==> config.mk <==
export PLATFORM = sky130hd
export DESIGN_NAME = spectrum_frame_scheduler
export DESIGN_NICKNAME = d
export VERILOG_FILES = /design/src/rtl/spectrum_pkg.sv /design/src/rtl/bar_decay_unit.sv /design/src/rtl/spectrum_frame_scheduler.sv
export SDC_FILE = /design/constraint.sdc
export NUM_CORES = 1
export LEC_CHECK = 0
export CAP_MARGIN = 20
export CELL_PAD_IN_SITES_DETAIL_PLACEMENT = 2
export CELL_PAD_IN_SITES_GLOBAL_PLACEMENT = 2
export CORE_MARGIN = 5
export CORE_UTILIZATION = 30
export DETAILED_ROUTE_END_ITERATION = 10
export PLACE_DENSITY_LB_ADDON = 0.3
export SYNTH_ARGS = -nofsm -noshare
export SYNTH_HDL_FRONTEND = slang
export SYNTH_SLANG_ARGS = --single-unit
==> constraint.sdc <==
create_clock -name CLOCK_50 -period 4.3 [get_ports CLOCK_50]
set_input_delay 0.43 -clock CLOCK_50 [delete_from_list [all_inputs] [get_ports CLOCK_50]]
set_output_delay 0.43 -clock CLOCK_50 [all_outputs]
set_load 0.1 [all_outputs]
==> src/rtl/spectrum_pkg.sv <==
// ---------------------------------------------------------------------------
// spectrum_pkg : shared types for the spectrum bar pipeline.  Rev 1.0
// ---------------------------------------------------------------------------
`default_nettype none

package spectrum_pkg;
  localparam int NUM_BINS   = 16;
  localparam int HEIGHT_W   = 9;
  localparam int MAX_HEIGHT = 479;

  typedef logic [HEIGHT_W-1:0] height_t;
  typedef height_t heights_t [NUM_BINS];

  localparam height_t MAX_HEIGHT_H = height_t'(MAX_HEIGHT);

  typedef enum logic [1:0] {
    IDLE   = 2'd0,
    FETCH  = 2'd1,
    UPDATE = 2'd2,
    COMMIT = 2'd3
  } sched_state_t;
endpackage

`default_nettype wire

==> src/rtl/bar_decay_unit.sv <==
// ---------------------------------------------------------------------------
// bar_decay_unit : clamp one magnitude and apply peak-hold/decay.  Rev 1.0
// ---------------------------------------------------------------------------
`default_nettype none

module bar_decay_unit
  import spectrum_pkg::*;
#(
  parameter int DECAY_STEP = 4
) (
  input  height_t sample,
  input  height_t old,
  input  logic    decay_en,
  output height_t result
);

  localparam logic signed [HEIGHT_W:0] STEP_S = (HEIGHT_W+1)'(DECAY_STEP);

  height_t                    clamped;
  height_t                    floored;
  logic signed [HEIGHT_W:0]   decayed;

  always_comb begin
    clamped = (sample > MAX_HEIGHT_H) ? MAX_HEIGHT_H : sample;
    // One extra sign bit so old < DECAY_STEP goes negative instead of wrapping.
    decayed = $signed({1'b0, old}) - STEP_S;
    floored = decayed[HEIGHT_W] ? '0 : decayed[HEIGHT_W-1:0];
    result  = (decay_en && (floored > clamped)) ? floored : clamped;
  end

endmodule

`default_nettype wire

==> src/rtl/spectrum_frame_scheduler.sv <==
// ---------------------------------------------------------------------------
// spectrum_frame_scheduler : per-frame fetch, decay and atomic commit of bar
// heights for the VGA bar renderer.  Rev 1.0
// ---------------------------------------------------------------------------
`default_nettype none

module spectrum_frame_scheduler
  import spectrum_pkg::*;
#(
  parameter int ADDR_W     = 13,
  parameter int BANK_W     = 4,
  parameter int DECAY_STEP = 4,
  parameter int FRAME_DIV  = 1
) (
  input  logic              CLOCK_50,
  input  logic              reset,
  input  logic              frame_end,
  input  logic [BANK_W-1:0] bank_sel,
  input  logic              decay_en,
  output logic              mem_req,
  output logic [ADDR_W-1:0] mem_addr,
  input  logic              mem_ack,
  input  height_t           mem_rdata,
  output heights_t          heights,
  output logic              loaded,
  output logic              busy,
  output logic              overrun
);

  localparam int BIN_W = $clog2(NUM_BINS);
  localparam int CNT_W = $clog2(FRAME_DIV + 1);
  localparam int SUM_W = BANK_W + BIN_W + 1;

  sched_state_t      state;
  logic [BIN_W-1:0]  bin;
  logic [BANK_W-1:0] bank;
  logic [CNT_W-1:0]  frame_cnt;
  height_t           sample;
  heights_t          shadow;
  height_t           new_height;

  function automatic logic [ADDR_W-1:0] addr_of(input logic [BANK_W-1:0] b,
                                                input logic [BIN_W-1:0]  i);
    logic [SUM_W-1:0] full;
    full = SUM_W'(b) * SUM_W'(NUM_BINS) + SUM_W'(i);
    return ADDR_W'(full);
  endfunction

  bar_decay_unit #(
    .DECAY_STEP(DECAY_STEP)
  ) u_decay (
    .sample  (sample),
    .old     (heights[bin]),
    .decay_en(decay_en),
    .result  (new_height)
  );

  always_ff @(posedge CLOCK_50) begin
    if (reset) begin
      state     <= IDLE;
      bin       <= '0;
      bank      <= '0;
      frame_cnt <= '0;
      sample    <= '0;
      mem_req   <= 1'b0;
      mem_addr  <= '0;
      loaded    <= 1'b0;
      busy      <= 1'b0;
      overrun   <= 1'b0;
      for (int i = 0; i < NUM_BINS; i++) begin
        heights[i] <= '0;
        shadow[i]  <= '0;
      end
    end else begin
      loaded <= 1'b0;
      if (frame_end && (state != IDLE))
        overrun <= 1'b1;

      case (state)
        IDLE: begin
          if (frame_end) begin
            if (frame_cnt == CNT_W'(FRAME_DIV - 1)) begin
              frame_cnt <= '0;
              bank      <= bank_sel;
              bin       <= '0;
              mem_addr  <= addr_of(bank_sel, '0);
              mem_req   <= 1'b1;
              busy      <= 1'b1;
              state     <= FETCH;
            end else begin
              frame_cnt <= frame_cnt + 1'b1;
            end
          end
        end
        FETCH: begin
          if (mem_req && mem_ack) begin
            sample  <= mem_rdata;
            mem_req <= 1'b0;
            state   <= UPDATE;
          end
        end
        UPDATE: begin
          shadow[bin] <= new_height;
          if (bin == BIN_W'(NUM_BINS - 1)) begin
            state <= COMMIT;
          end else begin
            bin      <= bin + 1'b1;
            mem_addr <= addr_of(bank, bin + 1'b1);
            mem_req  <= 1'b1;
            state    <= FETCH;
          end
        end
        COMMIT: begin
          // Whole frame lands on one edge so the renderer never sees a mix.
          heights <= shadow;
          loaded  <= 1'b1;
          busy    <= 1'b0;
          state   <= IDLE;
        end
        default: state <= IDLE;
      endcase
    end
  end

endmodule

`default_nettype wire

==> impl_summary.md <==
Cells and area
The number of fill cells in the layout is 4,645. 0 antenna diodes ended up in the layout. The utilization after layout is 41.4%. The final instance count without filler cells is 2,308. The final layout contains 1,726 nets.

Relative to the synthesized area, the layout overhead comes to 36.0%. The most common cell after layout, fill and taps aside is nand2_1. Leaving out fill and tap cells, the most frequent cells in the layout are nand2_1 (352), dfxtp_1 (311), a21oi_1 (191). The fraction of layout cells with a size suffix above 1 is 19.4%.

Timing
After layout, the worst path uses 105% of the clock period. For the finished layout, the period the worst path requires is 4.50 ns. The largest clock skew in the final design is 0.0125 ns. The highest achievable clock rate is 0.222 GHz. The pin slew with the least headroom to its limit is 1.29 ns. The number of hold violations in the final report is 0.

Setup violations remaining at the end of the flow were counted as 144. The final-report max-slew violation count is 0. The worst pin sits at a relative slew slack of 13.2%. Across all setup checks in the final design, the least slack found is -0.198 ns. Setup repair after global routing could not meet its margin everywhere. The worst slack on hold paths is 0.444 ns.

Yosys
In this run, synthesis produced a sequential element count of 315. After synthesis, the cell types taking the most area are dfxtp_1 (48%), nand2_1 (10%), a21oi_1 (7.4%), mux4_2 (5.6%), nor2_1 (2.9%). The number of enable flip-flop cells after synthesis is 0. For this run, asynchronously set or reset flops after synthesis account for 0%. The post-synthesis average cell area is 8.91 µm².

Synthesis handed over a netlist of 1,479 instances. The share of the Yosys chip area taken by registers is 47.8%. After synthesis the cells add up to 13,200 µm². The post-synthesis cell type count is 62. Summed over its instances, the top area cell type makes up 47.8% of the synthesized netlist area. The count of synthesis-stage warnings from yosys is 0.

The most common flop cell mapped by yosys is dfxtp_1. Of all cell types, the one taking the most synthesized area is dfxtp_1.

Floorplanning
The area enclosed by the die boundary is 48,200 µm². 179 I/O pins were placed. The number of cell rows is 76. The horizontal die dimension is 220 µm. The y dimension of the die is 220 µm. The effective utilization at floorplan is 30.5%.

The placeable core region is 43,300 µm².

Power
The relative contribution of combinational cells to total power is 4.7%. Power spread over the standard cell area amounts to 359 nW/µm². Power comes to 6.43 mW. The maximum vdd drop is 0.000227 V.

Of the total power, registers draw 45.7%. In this run the power spent charging and discharging nets is 1.53 mW. The analysis attributes to cell leakage a power of 5.86 nW. Net switching is 23.8% of the power. The clock network burns 49.6% of the power. Internal power comes to 4.90 mW.

Place
The half-perimeter wire length of the detailed placement result is 37.1 mm. The total instance count after detailed placement is 2,201. Before CTS, the worst setup slack after placement is -0.144 ns. At the end of routability-driven placement, the weighted congestion stood at 0.852.

The count of buffers added on input and output ports is 173.

Run status
The final reports fail on setup timing. The run finished, with violations left.

Setup path
The critical path is of the flop to flop type. Of all nets on the critical path, the largest fanout is 16. At the worst endpoint, the required time is 4.69 ns.

STA puts the critical path data arrival time at 4.89 ns. Walking the worst path, the cells encountered are buf_8, buf_4, buf_4, mux2i_1, buf_4, a22oi_1, a21oi_1, buf_4, a22o_4, and3_4, nor2_1, ha_2, nor4_4, a211oi_4, o21a_4, o21ai_4, buf_12, a31oi_1, a22oi_2, buf_12, a211oi_1. Counting stages on the worst path, the most repeated cell is buf_4. The count of buffer and inverter cells on the critical path is 7.

The capturing element type of the critical path is a flop. The cell with the largest stage delay on the worst path is dfxtp_4. The largest single stage delay on the critical path is 0.37 ns.

Broken down by cell family, the worst path's largest delay share belongs to compound AO/OA/AOI/OAI gates. The worst setup path is launched from a flop.

Route
In the final routed layout, each cell accounts on average for 24.8 µm. The number of vias per cell is 5.32. For this block, the initial DRC count from the detailed router was 746. The first-pass iteration count of the detailed router is 5.

The via total after detailed routing is 12,300. The remaining antenna violation count is 0. The number of DRC violations after detailed routing is 0. The routed design has 57.2 mm of wire.

Clock tree
The TritonCTS sink count is 315. Clock latency on the worst-skew pair, taken at its later pin, is 0.56 ns. The root buffer cell chosen for the clock tree is clkbuf_16. The buffer depth of the longest clock path is 3. The quantity of hold-fixing buffers added after cts is 0. The clock input transition at the sequential cells of the worst setup and hold paths is 0.06 ns.

The depth of the CTS H-tree is 2. In this run, CTS created clock tree buffers numbering 37. The CTS tree is done.

Global route
The initial antenna violation count is 0. Entering global routing, the biggest net connects 156 pins. The number of global-route vias before repair is 13,000.

The overall fraction of global-route tracks in use is 22.0%. The global-route wire length before repair is 81.2 mm. The remaining global-route overflow is 0.

Hold path
The worst hold path belongs to the class primary input to flop.

Job
Across the run, the number of max-cap violations was 0.
==> cells by family after synthesis <==
kind of cell	Yosys count	share of synthesized area [%]
buf+inv	127	4.52
fa+ha+maj	14	1.33
compound gates	388	19.5
flops	315	47.8
xor+xnor	4	0.266
mux	58	7.68
other cells	1	0.0285
simple gates	572	18.8
==> worst paths after layout <==
check	startpoint	endpoint	slack (ns)	depth (start not counted)
worst min-delay path	mem_rdata[1]	sample[1]	0.44	3
worst min register to register	shadow[134]	heights[134]	0.45	2
worst max-delay path	bin[1]	shadow[24]	-0.20	21
worst max register to register	bin[1]	shadow[24]	-0.20	21
==> Yosys cell counts, types with 3 or more instances <==
| cell type | count |
|---|---|
| buf_6 | 7 |
| a211oi_1 | 49 |
| nor2_2 | 3 |
| o21ai_0 | 29 |
| o31ai_2 | 10 |
| o31a_4 | 3 |
| mux4_2 | 33 |
| ha_1 | 14 |
| nand2b_1 | 4 |
| o31ai_1 | 22 |
| o211ai_1 | 17 |
| nor2_1 | 101 |
| inv_1 | 10 |
| buf_4 | 9 |
| a22o_1 | 4 |
| dfxtp_1 | 315 |
| nand2_1 | 359 |
| nand3b_1 | 48 |
| nand3_1 | 21 |
| and2_1 | 5 |
| nor3_1 | 8 |
| mux2i_1 | 22 |
| o21ai_1 | 12 |
| a211oi_2 | 20 |
| buf_1 | 9 |
| buf_2 | 8 |
| a22oi_1 | 7 |
| nor2b_1 | 10 |
| a21oi_1 | 196 |
| clkbuf_1 | 80 |
| or2_2 | 3 |
==> repair_timing <==
item,CTS,global route
setup endpoints to repair,132,144
cloned,1,2
pin swaps,8,35
hold endpoints to repair,0,0
buffers inserted,20,19
gates resized for setup,27,93
==> sequential cells by signal (all words and copies together) (netlist names), 2 cells and up <==
name      cells
bank          4
bin           3
shadow      144
state         2
mem_addr      5
heights     144
sample        9
==> layout make-up <==
type / instances / area [µm²] / share of cell area, %
Clock buffer: 55 / 1080 / 6.05
Inverter: 12 / 45.0 / 0.251
Sequential cell: 315 / 6320 / 35.2
Tap cell: 585 / 732 / 4.08
Multi-Input combinational cell: 1041 / 6760 / 37.7
Timing Repair Buffer: 287 / 2850 / 15.9
Clock inverter: 13 / 138 / 0.768
==> routing by layer <==
metal	track usage (%)	vias to the layer above	part of all wire [%]	routed length, µm
li1	-	5586	-	-
met1	28.5	6325	44	25100
met2	37.0	280	49	28100
met3	3.98	99	4.4	2490
met4	7.34	0	2.7	1520
met5	0	-	0	0
==> worst reg2reg max path: cells and delay by family, from the launching register on <==
kind / cells / cell delay [ns]
mux: 1 / 0.11
fa+ha+maj: 1 / 0.38
flops: 1 / 0.37
buf+inv: 7 / 1.14
compound gates: 9 / 1.54
simple gates: 3 / 0.82
==> power groups by stage <==
| stage | logic [mW] | registers (mW) | clock network (mW) |
|---|---|---|---|
| final | 0.300 | 2.94 | 3.19 |
| after global routing | 0.313 | 2.94 | 3.38 |
| after CTS | 0.272 | 2.94 | 3.27 |
| after detailed placement | 0.267 | 3.00 | 0 |
| after global placement | 0.262 | 3.00 | 0 |
| after floorplan | 0.142 | 3.04 | 0 |
==> stage by stage <==
step                setup TNS (ns)  cell area (µm²)
finish                      -17.03            17900
detailed placement           -6.82            15800
floorplan                        0            13200
global placement           -0.0491            15800
global route                -31.12            17900
CTS                              0            17400
(Power assumes the default switching activity.)
==> edit: new RTL, same flow settings <==
Set the parameter `BANK_W` to 6 (it was 4).
--- a/src/rtl/spectrum_frame_scheduler.sv
+++ b/src/rtl/spectrum_frame_scheduler.sv
@@ -8,7 +8,7 @@
   import spectrum_pkg::*;
 #(
   parameter int ADDR_W     = 13,
-  parameter int BANK_W     = 4,
+  parameter int BANK_W     = 6,
   parameter int DECAY_STEP = 4,
   parameter int FRAME_DIV  = 1
 ) (
Ports: changed (resized bank_sel); port bits go from 179 to 181. No check against the original RTL was run, so the function may have changed too.
==> edit against the unedited design <==
The flow still finishes with violations (setup timing). Sequential power rose by 1%. Clock skew up 0.012 ns. Synthesized cell count grew 0.47%. Design area grew 1.6%. First-iteration DRC count down 16%. Sequential cell count up 4. Synthesized area shrank 2.4%. Clock power grew 5%. Die area down 2.3%. Total power up 4.4%. Setup slack worse by 0.18 ns. Routed wire length is 0.63% higher. Critical path type unchanged. Critical endpoint is now shadow[84]. Largest cell class unchanged. Largest power group unchanged.
==> edit: results (changes against the unedited design) <==
run_status:
  outcome: "finished with violations"  # unchanged
  violations: "setup timing"  # unchanged
final_layout:
  clk_share: 0.07109  # was 0.06815
  fillCellCount: 4466  # was 4645
  seq_share: 0.3539  # was 0.3525
  multi_input_cells: 1038  # was 1041
  n_all_buffers: 286  # was 287
  buf_share: 0.1618  # was 0.1588
  fin_util: 0.4319  # was 0.4142
  nClkBuffers: 57  # was 55
  multiInputGateArea_um2: 6800  # was 6760 µm²
placement:
  dpl_cell_area_um2: 15720  # was 15820 µm²
  gp_congestion: 0.8509  # was 0.8519
  placedCellCount: 2151  # was 2201
  port-buffer-count: 177  # was 173
  dp_hpwl_um: 35490  # was 37110 µm
  post-place-ws_ns: -0.5844  # was -0.1444 ns
global_routing:
  grt_pass1_wl_um: 85560  # was 81160 µm
  grt_usage: 0.2339  # was 0.2195
  grt_pass1_vias: 13591  # was 13030
  grt_max_degree: 177  # was 156
routing:
  drt-met1-wl_um: 24610  # was 25070 µm
  drt-total-wl_um: 57530  # was 57170 µm
  wl_met3_um: 2548  # was 2488 µm
  drtIter0Drc: 629  # was 746
  via_per_inst: 5.426  # was 5.325
  avgRoutedWirePerCell_um: 25.48  # was 24.77 µm
power_and_ir_drop:
  power_frac_seq: 0.444  # was 0.457
  p_clk_uw: 3350  # was 3190 µW
  p_int_uw: 5149  # was 4898 µW
  power_frac_clock: 0.499  # was 0.496
  ir_drop_mv: 0.2008  # was 0.2268 mV
critical_path:
  cp_max_fo: 8  # was 16
  cp_slowest_cell: "mux4_2"  # was dfxtp_4
  slowest_delay_ns: 0.52  # was 0.37 ns
synthesis:
  ys_ff_latch: 319  # was 315
  ys_types: 51  # was 62
  netlist_top_cells_count: "367 x nand2_1, 319 x dfxtp_1, 186 x a21oi_1, 118 x nor2_1, 90 x clkbuf_1"  # was 359 x nand2_1, 315 x dfxtp_1, 196 x a21oi_1, 101 x nor2_1, 80 x clkbuf_1
  yosysSeqAreaShare: 0.4966  # was 0.4785
sta:
  final-setup-viol-count: 144  # unchanged
  setup_tns_ns: -37.96  # was -17.03 ns
  timing.hold.ws_ns: 0.3800  # was 0.4435 ns
  worst_pin_slew_ns: 1.198  # was 1.292 ns
  finClkSkew_ns: 0.02468  # was 0.01253 ns
  worst_slack_ns: -0.3793  # was -0.1983 ns
clocking:
  numCtsBuffers: 39  # was 37
-- edit: changes by cell type in the layout (fill, tap and decap cells not counted), moves of 11 or more --
| cell | change |
|---|---|
| o211ai_1 | -17 |
| o31ai_1 | -12 |
| a21oi_1 | -16 |
| buf_4 | -15 |
| nand3_1 | +54 |
| o21ai_2 | +16 |
| o21ai_0 | -11 |
| nor2_1 | +16 |
| dfxtp_2 | +32 |
| nand3b_1 | -47 |
| dfxtp_1 | -29 |
| a211oi_2 | +24 |
| mux2i_1 | -11 |
-- edit: path summary, 6_finish.rpt --
check,from,to,cells past startpoint
max,bin[0],shadow[84],23
min,reset,loaded,2
max reg2reg,bin[0],shadow[84],23
min reg2reg,shadow[29],heights[29],2
-- edit: logic make-up (layout without fill, tap and decap cells) --
kind of cell,Yosys count,in the layout,synth area share
AOI/OAI and AO/OA,353,355,0.1691
xor gates and xnor gates,4,4,0.002725
adders and majority gates,14,14,0.01362
buffers and inverters,133,362,0.04456
DFF,319,319,0.4966
muxes,52,52,0.07697
other,1,3,0.0002916
and+or+nand+nor,610,610,0.1961
-- edit: per-layer routing --
metal,track usage,up-vias
li1,-,5554
met1,0.2929,6312
met2,0.4099,290
met3,0.04544,95
met4,0.06973,0
met5,0,-
-- edit: worst max-delay path, delay by kind of cell, from the launching register on --
kind | cells | cell delay [ns]
AOI/OAI and AO/OA | 4 | 0.79
adders and majority gates | 2 | 0.44
buffers and inverters | 8 | 1.00
DFF | 1 | 0.36
muxes | 3 | 1.17
and+or+nand+nor | 6 | 0.84
-- edit: timing repair --
action | 4_1_cts | 5_1_grt
pin swaps | 40 | 35
buffers inserted | 32 | 8
gates cloned | 4 | 2
setup endpoints to repair | 144 | 144
gates resized for setup | 77 | 96
endpoints found under the hold margin | 0 | 0
hold buffers | 0 | 0
